### config.mk
export PLATFORM = sky130hd
export DESIGN_NAME = lf_multiword_add_seq
export DESIGN_NICKNAME = d
export VERILOG_FILES = /design/src/rtl/lf_multiword_add_seq.sv
export SDC_FILE = /design/constraint.sdc
export NUM_CORES = 1
export LEC_CHECK = 0
export CAP_MARGIN = 25
export CORE_ASPECT_RATIO = 1.4
export CORE_MARGIN = 1.5
export CORE_UTILIZATION = 30
export DETAILED_ROUTE_END_ITERATION = 8
export HOLD_SLACK_MARGIN = 0.15
export PLACE_DENSITY_LB_ADDON = 0.12
export SYNTH_ARGS = -nofsm -noshare
export SYNTH_HDL_FRONTEND = slang
export SYNTH_SLANG_ARGS = --single-unit
export TNS_END_PERCENT = 10
### constraint.sdc
create_clock -name clk -period 2.2 [get_ports clk]
set_input_delay 0.66 -clock clk [delete_from_list [all_inputs] [get_ports clk]]
set_output_delay 0.66 -clock clk [all_outputs]
set_load 0.01 [all_outputs]
### src/rtl/lf_multiword_add_seq.sv
// rtl/lf_multiword_add_seq.sv - wide adder sequencer time-multiplexing one 8-bit adder
module lf_multiword_add_seq #(
    parameter int WORDS = 4,
    localparam int W = 8 * WORDS,
    localparam int IDX_W = (WORDS > 1) ? $clog2(WORDS) : 1
) (
    input  logic             clk,
    input  logic             rst_n,
    input  logic             in_valid,
    output logic             in_ready,
    input  logic [W-1:0]     in_a,
    input  logic [W-1:0]     in_b,
    input  logic             in_cin,
    output logic             out_valid,
    input  logic             out_ready,
    output logic [W-1:0]     out_sum,
    output logic             out_cout,
    output logic [7:0]       add_a,
    output logic [7:0]       add_b,
    output logic             add_cin,
    input  logic [8:0]       add_sum,
    output logic             busy,
    output logic [IDX_W-1:0] slice_idx
);

    localparam logic [1:0] S_IDLE = 2'd0;
    localparam logic [1:0] S_RUN  = 2'd1;
    localparam logic [1:0] S_DONE = 2'd2;

    localparam logic [IDX_W-1:0] LAST_IDX = IDX_W'(WORDS - 1);

    logic [1:0]       state;
    logic [W-1:0]     a_reg;
    logic [W-1:0]     b_reg;
    logic [W-1:0]     sum_reg;
    logic             carry_reg;
    logic [IDX_W-1:0] idx;

    assign out_sum   = sum_reg;
    assign busy      = (state != S_IDLE);
    assign slice_idx = idx;

    // Present the current slice to the adder only while running; zero otherwise
    // so idle-time garbage on the operand inputs never reaches the adder.
    always_comb begin
        add_a   = 8'h00;
        add_b   = 8'h00;
        add_cin = 1'b0;
        if (state == S_RUN) begin
            add_cin = carry_reg;
            for (int i = 0; i < WORDS; i++) begin
                if (idx == IDX_W'(i)) begin
                    add_a = a_reg[8*i +: 8];
                    add_b = b_reg[8*i +: 8];
                end
            end
        end
    end

    // Sequencer: accept, ripple one slice per cycle, then hold result until taken.
    always_ff @(posedge clk or negedge rst_n) begin
        if (!rst_n) begin
            state     <= S_IDLE;
            a_reg     <= '0;
            b_reg     <= '0;
            sum_reg   <= '0;
            carry_reg <= 1'b0;
            idx       <= '0;
            in_ready  <= 1'b0;
            out_valid <= 1'b0;
            out_cout  <= 1'b0;
        end else begin
            case (state)
                S_IDLE: begin
                    if (!in_ready) begin
                        in_ready <= 1'b1;
                    end else if (in_valid) begin
                        a_reg     <= in_a;
                        b_reg     <= in_b;
                        carry_reg <= in_cin;
                        idx       <= '0;
                        in_ready  <= 1'b0;
                        state     <= S_RUN;
                    end
                end
                S_RUN: begin
                    for (int i = 0; i < WORDS; i++) begin
                        if (idx == IDX_W'(i)) begin
                            sum_reg[8*i +: 8] <= add_sum[7:0];
                        end
                    end
                    carry_reg <= add_sum[8];
                    if (idx == LAST_IDX) begin
                        out_cout  <= add_sum[8];
                        out_valid <= 1'b1;
                        state     <= S_DONE;
                    end else begin
                        idx <= idx + 1'b1;
                    end
                end
                S_DONE: begin
                    if (out_ready) begin
                        out_valid <= 1'b0;
                        in_ready  <= 1'b1;
                        state     <= S_IDLE;
                    end
                end
                default: begin
                    state <= S_IDLE;
                end
            endcase
        end
    end

endmodule

==> run_results.csv, run 1 <==
group,metric,value,unit
outcome,status,"finished with violations",
outcome,failed_checks,"negative setup slack",
setup_path,worstSetupEndpointType,"output port",
placed_design,dp_hpwl,8641,um
sta,finalCriticalPeriod,2.603,ns
routing,vias,3197,
setup_path,cp-startpoint,"slice_idx[1]$_DFFE_PN0P_",
sta,fmax,0.3842,GHz
routing,firstDrtPassIters,4,
flow_run,cap_violations,0,
sta,relSlewSlack,68.91,%
power,p_per_area,1577,mW/mm^2
sta,hold_viol,0,
routing,wirelength,12510,um
sta,finalCritPeriodShare,118.3,%
global_route,grt_start_max_net_pins,40,
clocking,clk_path_buf_depth,2,
floorplan,die-area,0.01607,sq mm
floorplan,rows,53,
power,p_switching,3.654,mW
logic_synthesis,ys_types,34,
logic_synthesis,ys_ff_latch,104,
logic_synthesis,synth_nets,390,
placed_design,place_area,0.006329,sq mm
power,ir_worst_vdd,0.7168,mV
clocking,cts_max_level,3,
global_route,grt_antenna_before_repair,0,
worst_hold_path,hp-class,"in2async",
power,power_frac_clock,15.7,%
logic_synthesis,syn_avg_cell_area,14.91,sq um
clocking,clock_latency,0.34,ns
finish,n_antenna_cell,0,
setup_path,cp_max_fo,6,
floorplan,boundaryPins,133,
floorplan,core-area,0.01499,sq mm
global_route,grt-ovfl-total,0,
setup_path,timing.rr.start,"slice_idx[1]$_DFFE_PN0P_",
sta,final_max_slew_viol_count,0,
power,power_frac_comb,51.8,%
sta,tightest_slew,0.4653,ns
sta,setup_tns,-5.696,ns
sta,finalSetupViolations,16,
floorplan,start_util,30.65,%
routing,drt-vias-per-instance,4.750,
finish,fin_area,0.006959,sq mm
routing,wl_per_cell,18.58,um
finish,fin_nets,559,
floorplan,die_w,107.6,um
sta,rsz0062_at_grt,"true",
clocking,clkSlewWorstSetupHoldPaths,0.07,ns
power,total_power,10.97,mW
setup_path,cp.arrival,1.94,ns
clocking,clock_sinks,104,
finish,layout-drive-gt1-share,44.70,%
placed_design,port_buffers,132,
routing,initialDrtViolationCount,69,
setup_path,required,1.54,ns
power,swShare,33.30,%
setup_path,cp-start-kind,"register",
sta,fin_ws,-0.4031,ns
power,leakage,2.885,nW
global_route,grt_usage,16.27,%
global_route,grt_pass1_vias,3561,
logic_synthesis,syn-cell-area,0.004593,sq mm
clocking,cts-root-buf,"clkbuf_16",
clocking,cts_buffers,9,
finish,area_growth,51.51,%
global_route,grt_pass1_wl,19400,um
placed_design,globalplace.congestion,0.7574,
setup_path,path_class,"reg2out",
power,p_seq_share,32.4,%
routing,drc,0,
clocking,cts_tree,"yes",
logic_synthesis,synthCells,308,
logic_synthesis,synth-warning-count,0,
power,p_int,7.320,mW
sta,skew,0.004688,ns
logic_synthesis,ys_seq_area_share,56.66,%
routing,postRouteAntennaNets,0,
clocking,hold_buffers,0,
floorplan,die_h,149.4,um
-- power groups by stage --
stage	logic (mW)	clock network (mW)	registers (mW)
floorplan	2.61	0	3.52
global placement	5.02	0	3.49
detailed placement	5.08	0	3.51
CTS	5.59	1.78	3.54
global route	6.12	1.85	3.69
finish	5.69	1.73	3.56
-- Yosys cell counts --
cell type,instances,area (sq um)
and4bb_1,1,12.51
inv_2,1,3.750
and2_4,1,8.760
nor2b_4,1,13.76
a41oi_1,1,8.760
a221oi_1,16,140.1
o21ai_0,19,95.09
o21bai_1,1,7.510
clkbuf_1,4,15.01
nor2b_1,2,12.51
mux2_2,79,889.6
buf_2,4,20.02
buf_12,2,40.04
nor3b_4,1,18.77
buf_4,1,7.510
a21oi_1,5,25.02
o21ai_1,1,5.000
buf_1,1,3.750
nor3_1,1,5.000
inv_1,4,15.01
o2bb2ai_2,10,150.1
nor2_1,2,7.510
o2bb2ai_1,6,52.55
a21boi_0,1,7.510
and2_1,1,6.260
a22oi_1,1,7.510
mux2_1,6,67.56
dfrtp_1,104,2603
or2_2,1,6.260
buf_6,7,78.83
nand2b_1,1,6.260
mux2_4,12,180.2
nand2_1,6,22.52
ha_1,4,50.05
-- layout by cell type, fill, tap and decap left out, types with 9 or more instances in the layout --
cell type        netlist  layout
buf_2                  4      16
a221oi_2               0       9
dfrtp_1              104     103
clkdlybuf4s50_1        0     112
mux2_2                79      79
mux2_4                12      12
buf_4                  1      28
buf_12                 2      10
clkbuf_16              0       9
o21ai_2                0      11
o2bb2ai_2             10      12
-- worst paths after layout --
path                                            to  slack, ns  depth (start not counted)
hold reg to reg               b_reg[0]$_DFFE_PN0P_       0.50                          1
max in group asynchronous  out_sum[21]$_DFFE_PN0P_       1.38                          2
min in group clk              b_reg[0]$_DFFE_PN0P_       0.50                          1
setup reg to reg           out_sum[28]$_DFFE_PN0P_       0.33                          6
hold / removal                a_reg[9]$_DFFE_PN0P_       0.25                          1
setup / recovery                          add_a[0]      -0.40                          8
-- layout make-up --
class                           count  area, sq um
Sequential cell                   104         2604
Clock buffer                       12        256.5
Fill cell                        1399         8028
Tap cell                          192        240.2
Timing Repair Buffer              177         1752
Multi-Input combinational cell    180         2021
Inverter                            5        21.27
Clock inverter                      3        65.06
-- routing by layer --
metal  share of wire (%)  GRT usage (%)  up-vias
li1                    -              -     1477
met1                  39          17.92     1620
met2                  53          29.84       88
met3                 5.9          4.063       12
met4                 1.7          5.987        0
met5                   0              0        -
-- repair_timing --
| action | in CTS | in global routing |
|---|---|---|
| endpoints found under the setup margin | 18 | 17 |
| cloned | 1 | 0 |
| gates resized for setup | 106 | 28 |
| pin swaps | 7 | 11 |
| setup buffers | 11 | 0 |
-- metrics by stage --
step / hold slack [ns] / std cells / util (%) / worst slack, ns
after floorplan: 0.3644 / 308 / - / -0.003784
after global placement: 0.4695 / 646 / 42.23 / -0.6913
after detailed placement: 0.4794 / 646 / 42.23 / -0.7287
after CTS: 0.2542 / 673 / 45.91 / -0.4198
after global routing: 0.2811 / 673 / 46.44 / -0.4940
final: 0.2488 / 673 / 46.44 / -0.4031
-- critical path: stages, from the launching register on --
cell	delay (ns)
dfrtp_1	0.40
buf_6	0.14
ha_4	0.16
nor3b_4	0.26
buf_6	0.16
buf_16	0.12
o21ai_2	0.06
o2bb2ai_2	0.15
buf_2	0.15
-- cell families (layout without fill, tap and decap cells) --
logic type / count (synthesis) / count (layout) / synth area share [%]
AND/OR/NAND/NOR: 18 / 18 / 2.615
adder cells (fa/ha/maj): 4 / 4 / 1.090
buffers and inverters: 24 / 197 / 4.004
flip-flops: 104 / 104 / 56.66
AO/OA/AOI/OAI: 61 / 61 / 10.87
multiplexers: 97 / 97 / 24.76
No activity file was read; power rests on OpenSTA's default activity.
==> run 2: changes to the inputs <==
--- a/config.mk
+++ b/config.mk
@@ -9,6 +9,7 @@
 export CORE_ASPECT_RATIO = 1.4
 export CORE_MARGIN = 1.5
 export CORE_UTILIZATION = 30
+export CTS_CLUSTER_SIZE = 25
 export DETAILED_ROUTE_END_ITERATION = 8
 export HOLD_SLACK_MARGIN = 0.15
 export PLACE_DENSITY_LB_ADDON = 0.12
==> results of run 2 <==
Final layout, timing and power as in run 1 (identical DEF).
==> run 3: changes to the inputs <==
--- a/config.mk
+++ b/config.mk
@@ -6,9 +6,9 @@
 export NUM_CORES = 1
 export LEC_CHECK = 0
 export CAP_MARGIN = 25
-export CORE_ASPECT_RATIO = 1.4
 export CORE_MARGIN = 1.5
 export CORE_UTILIZATION = 30
+export CTS_CLUSTER_DIAMETER = 60
 export CTS_CLUSTER_SIZE = 25
 export DETAILED_ROUTE_END_ITERATION = 8
 export HOLD_SLACK_MARGIN = 0.15
==> run 3 against run 2 <==
The run still ends with negative setup slack left. Worst hold slack better by 0.11 ns. Power shrank 7.9%. Global-route usage shrank 1.1 points. Critical path depth down 1. Die area is essentially flat. Clock power is 12% lower. Clock-buffer cell count down 3. Final cell count shrank 3.3%. Flip-flop and latch count did not move. Critical path type unchanged. Largest power group unchanged.
==> run_results.csv, run 3 (synthesized netlist as in run 1, its figures left out) <==
group,metric,value,unit
outcome,status,"finished with violations",
outcome,failed_checks,"negative setup slack",
finish,multi_input_area,0.001972,sq mm
clocking,cts-root-buf,"clkbuf_16",
finish,layout-drive-gt1-share,41.47,%
sta,finalSetupViolations,16,
floorplan,die_h,126.7,um
finish,seqCellArea,0.002604,sq mm
clocking,cts_tree,"yes",
setup_path,reg2regPathDepth,5,
routing,vias,3084,
sta,relSlewSlack,61.60,%
setup_path,rrSetupSlack,0.43,ns
sta,fin_ws,-0.3191,ns
clocking,hold_buffers,0,
finish,n_antenna_cell,0,
routing,firstDrtPassIters,4,
global_route,grt_usage,15.19,%
finish,area_growth,45.38,%
power,p_per_area,1513,mW/mm^2
floorplan,boundaryPins,133,
clocking,clk_path_buf_depth,2,
setup_path,cp.arrival,1.86,ns
routing,drc,0,
power,leakage,2.736,nW
setup_path,critical-path-max-stage-delay,0.39,ns
routing,wl_per_cell,17.87,um
routing,wirelength,11630,um
global_route,grt_start_max_net_pins,105,
sta,finalCritPeriodShare,114.5,%
setup_path,worstSetupEndpointType,"output port",
worst_hold_path,hp-class,"in2async",
placed_design,globalplace.congestion,0.6960,
setup_path,required,1.54,ns
setup_path,cp-endpoint,"add_a[6]",
power,ir_worst_vdd,0.5727,mV
floorplan,die_w,126.7,um
placed_design,dp_hpwl,7809,um
setup_path,cp-start-kind,"register",
sta,timing.hold.ws,0.3632,ns
setup_path,r2r_end,"out_sum[12]$_DFFE_PN0P_",
flow_run,cap_violations,0,
setup_path,cp-startpoint,"slice_idx[1]$_DFFE_PN0P_",
power,total_power,10.10,mW
setup_path,path_cells,"inv_1 > ha_2 > buf_12 > nor2b_2 > a221oi_4 > o2bb2ai_2 > buf_2",
floorplan,start_util,30.44,%
clocking,clock_sinks,104,
clocking,cts_buffers,9,
clocking,cts_max_level,3,
routing,postRouteAntennaNets,0,
setup_path,timing.rr.start,"slice_idx[0]$_DFFE_PN0P_",
placed_design,port_buffers,132,
sta,skew,0.008263,ns
floorplan,die-area,0.01606,sq mm
finish,fillers,1384,
routing,initialDrtViolationCount,98,
setup_path,path_class,"reg2out",
floorplan,core-area,0.01509,sq mm
finish,final_common_cell,"clkdlybuf4s50_1",
global_route,grt_pass1_wl,18430,um
sta,hold_viol,0,
finish,final_cell_mix,"clkdlybuf4s50_1, dfrtp_1, mux2_2, buf_2",
floorplan,rows,45,
global_route,grt-ovfl-total,0,
global_route,grt_antenna_before_repair,0,
routing,drt-vias-per-instance,4.737,
sta,finalCriticalPeriod,2.519,ns
sta,tightest_slew,0.5761,ns
setup_path,cp_max_fo,18,
finish,fin_nets,541,
setup_path,slowest_stage,"dfrtp_1",
sta,final_max_slew_viol_count,0,
clocking,clkSlewWorstSetupHoldPaths,0.07,ns
sta,rsz0062_at_grt,"true",
global_route,grt_pass1_vias,3288,
clocking,clock_latency,0.35,ns
sta,fmax,0.3970,GHz
==> run 3: per-layer routing <==
| metal | vias to the layer above | global-route usage (%) | part of all wire (%) |
|---|---|---|---|
| met2 | 76 | 24.27 | 48 |
| met1 | 1564 | 19.92 | 45 |
| met4 | 0 | 3.810 | 1.1 |
| met3 | 7 | 5.061 | 5.5 |
| li1 | 1437 | - | - |
| met5 | - | 0 | 0 |
==> run 3: worst min path at each step <==
stage	end	slack [ns]	cells past startpoint
floorplan	a_reg[0]$_DFFE_PN0P_	0.36	0
global placement	a_reg[23]$_DFFE_PN0P_	0.47	1
detailed placement	a_reg[23]$_DFFE_PN0P_	0.48	1
CTS	carry_reg$_DFFE_PN0P_	0.40	2
global route	out_cout$_DFFE_PN0P_	0.41	2
finish	out_cout$_DFFE_PN0P_	0.36	2
==> run 3: power by group <==
part	leakage (nW)	switching, mW	total [mW]	internal (mW)
combinational	1.38	2.14	5.05	2.92
clock	0.132	0.749	1.52	0.771
sequential	1.23	0.627	3.53	2.90
total	2.74	3.51	10.1	6.59
==> run 3: final cells by class <==
cell class | instances | share of cell area, %
Clock inverter | 6 | 0.6558
Timing Repair Buffer | 159 | 23.65
Clock buffer | 9 | 3.373
Multi-Input combinational cell | 180 | 29.53
Sequential cell | 104 | 38.99
Tap cell | 188 | 3.523
Inverter | 5 | 0.2811
==> run 3: worst max-delay path, delay by kind of cell (launching register included) <==
| family | cells | cell delay, ns |
|---|---|---|
| buffers and inverters | 3 | 0.47 |
| and+or+nand+nor | 1 | 0.08 |
| AOI/OAI and AO/OA | 2 | 0.31 |
| DFF | 1 | 0.39 |
| adders and majority gates | 1 | 0.25 |
==> run 3: through the flow <==
step / utilization [%] / setup slack, ns / setup TNS [ns] / std cells / instance area (sq um)
after floorplan: - / -0.003784 / -0.003784 / 308 / 4597
after global placement: 41.63 / -0.7530 / -11.55 / 633 / 6281
after detailed placement: 41.63 / -0.8501 / -12.90 / 633 / 6281
after CTS: 44.34 / -0.4073 / -5.672 / 653 / 6691
after global routing: 44.25 / -0.4461 / -6.611 / 651 / 6678
final: 44.25 / -0.3191 / -4.821 / 651 / 6678
==> run 3: what timing repair did <==
item / CTS / global route
cloned: 1 / 0
setup buffers: 4 / 0
gates resized for setup: 103 / 15
pin swaps: 8 / 6
endpoints found under the setup margin: 18 / 16
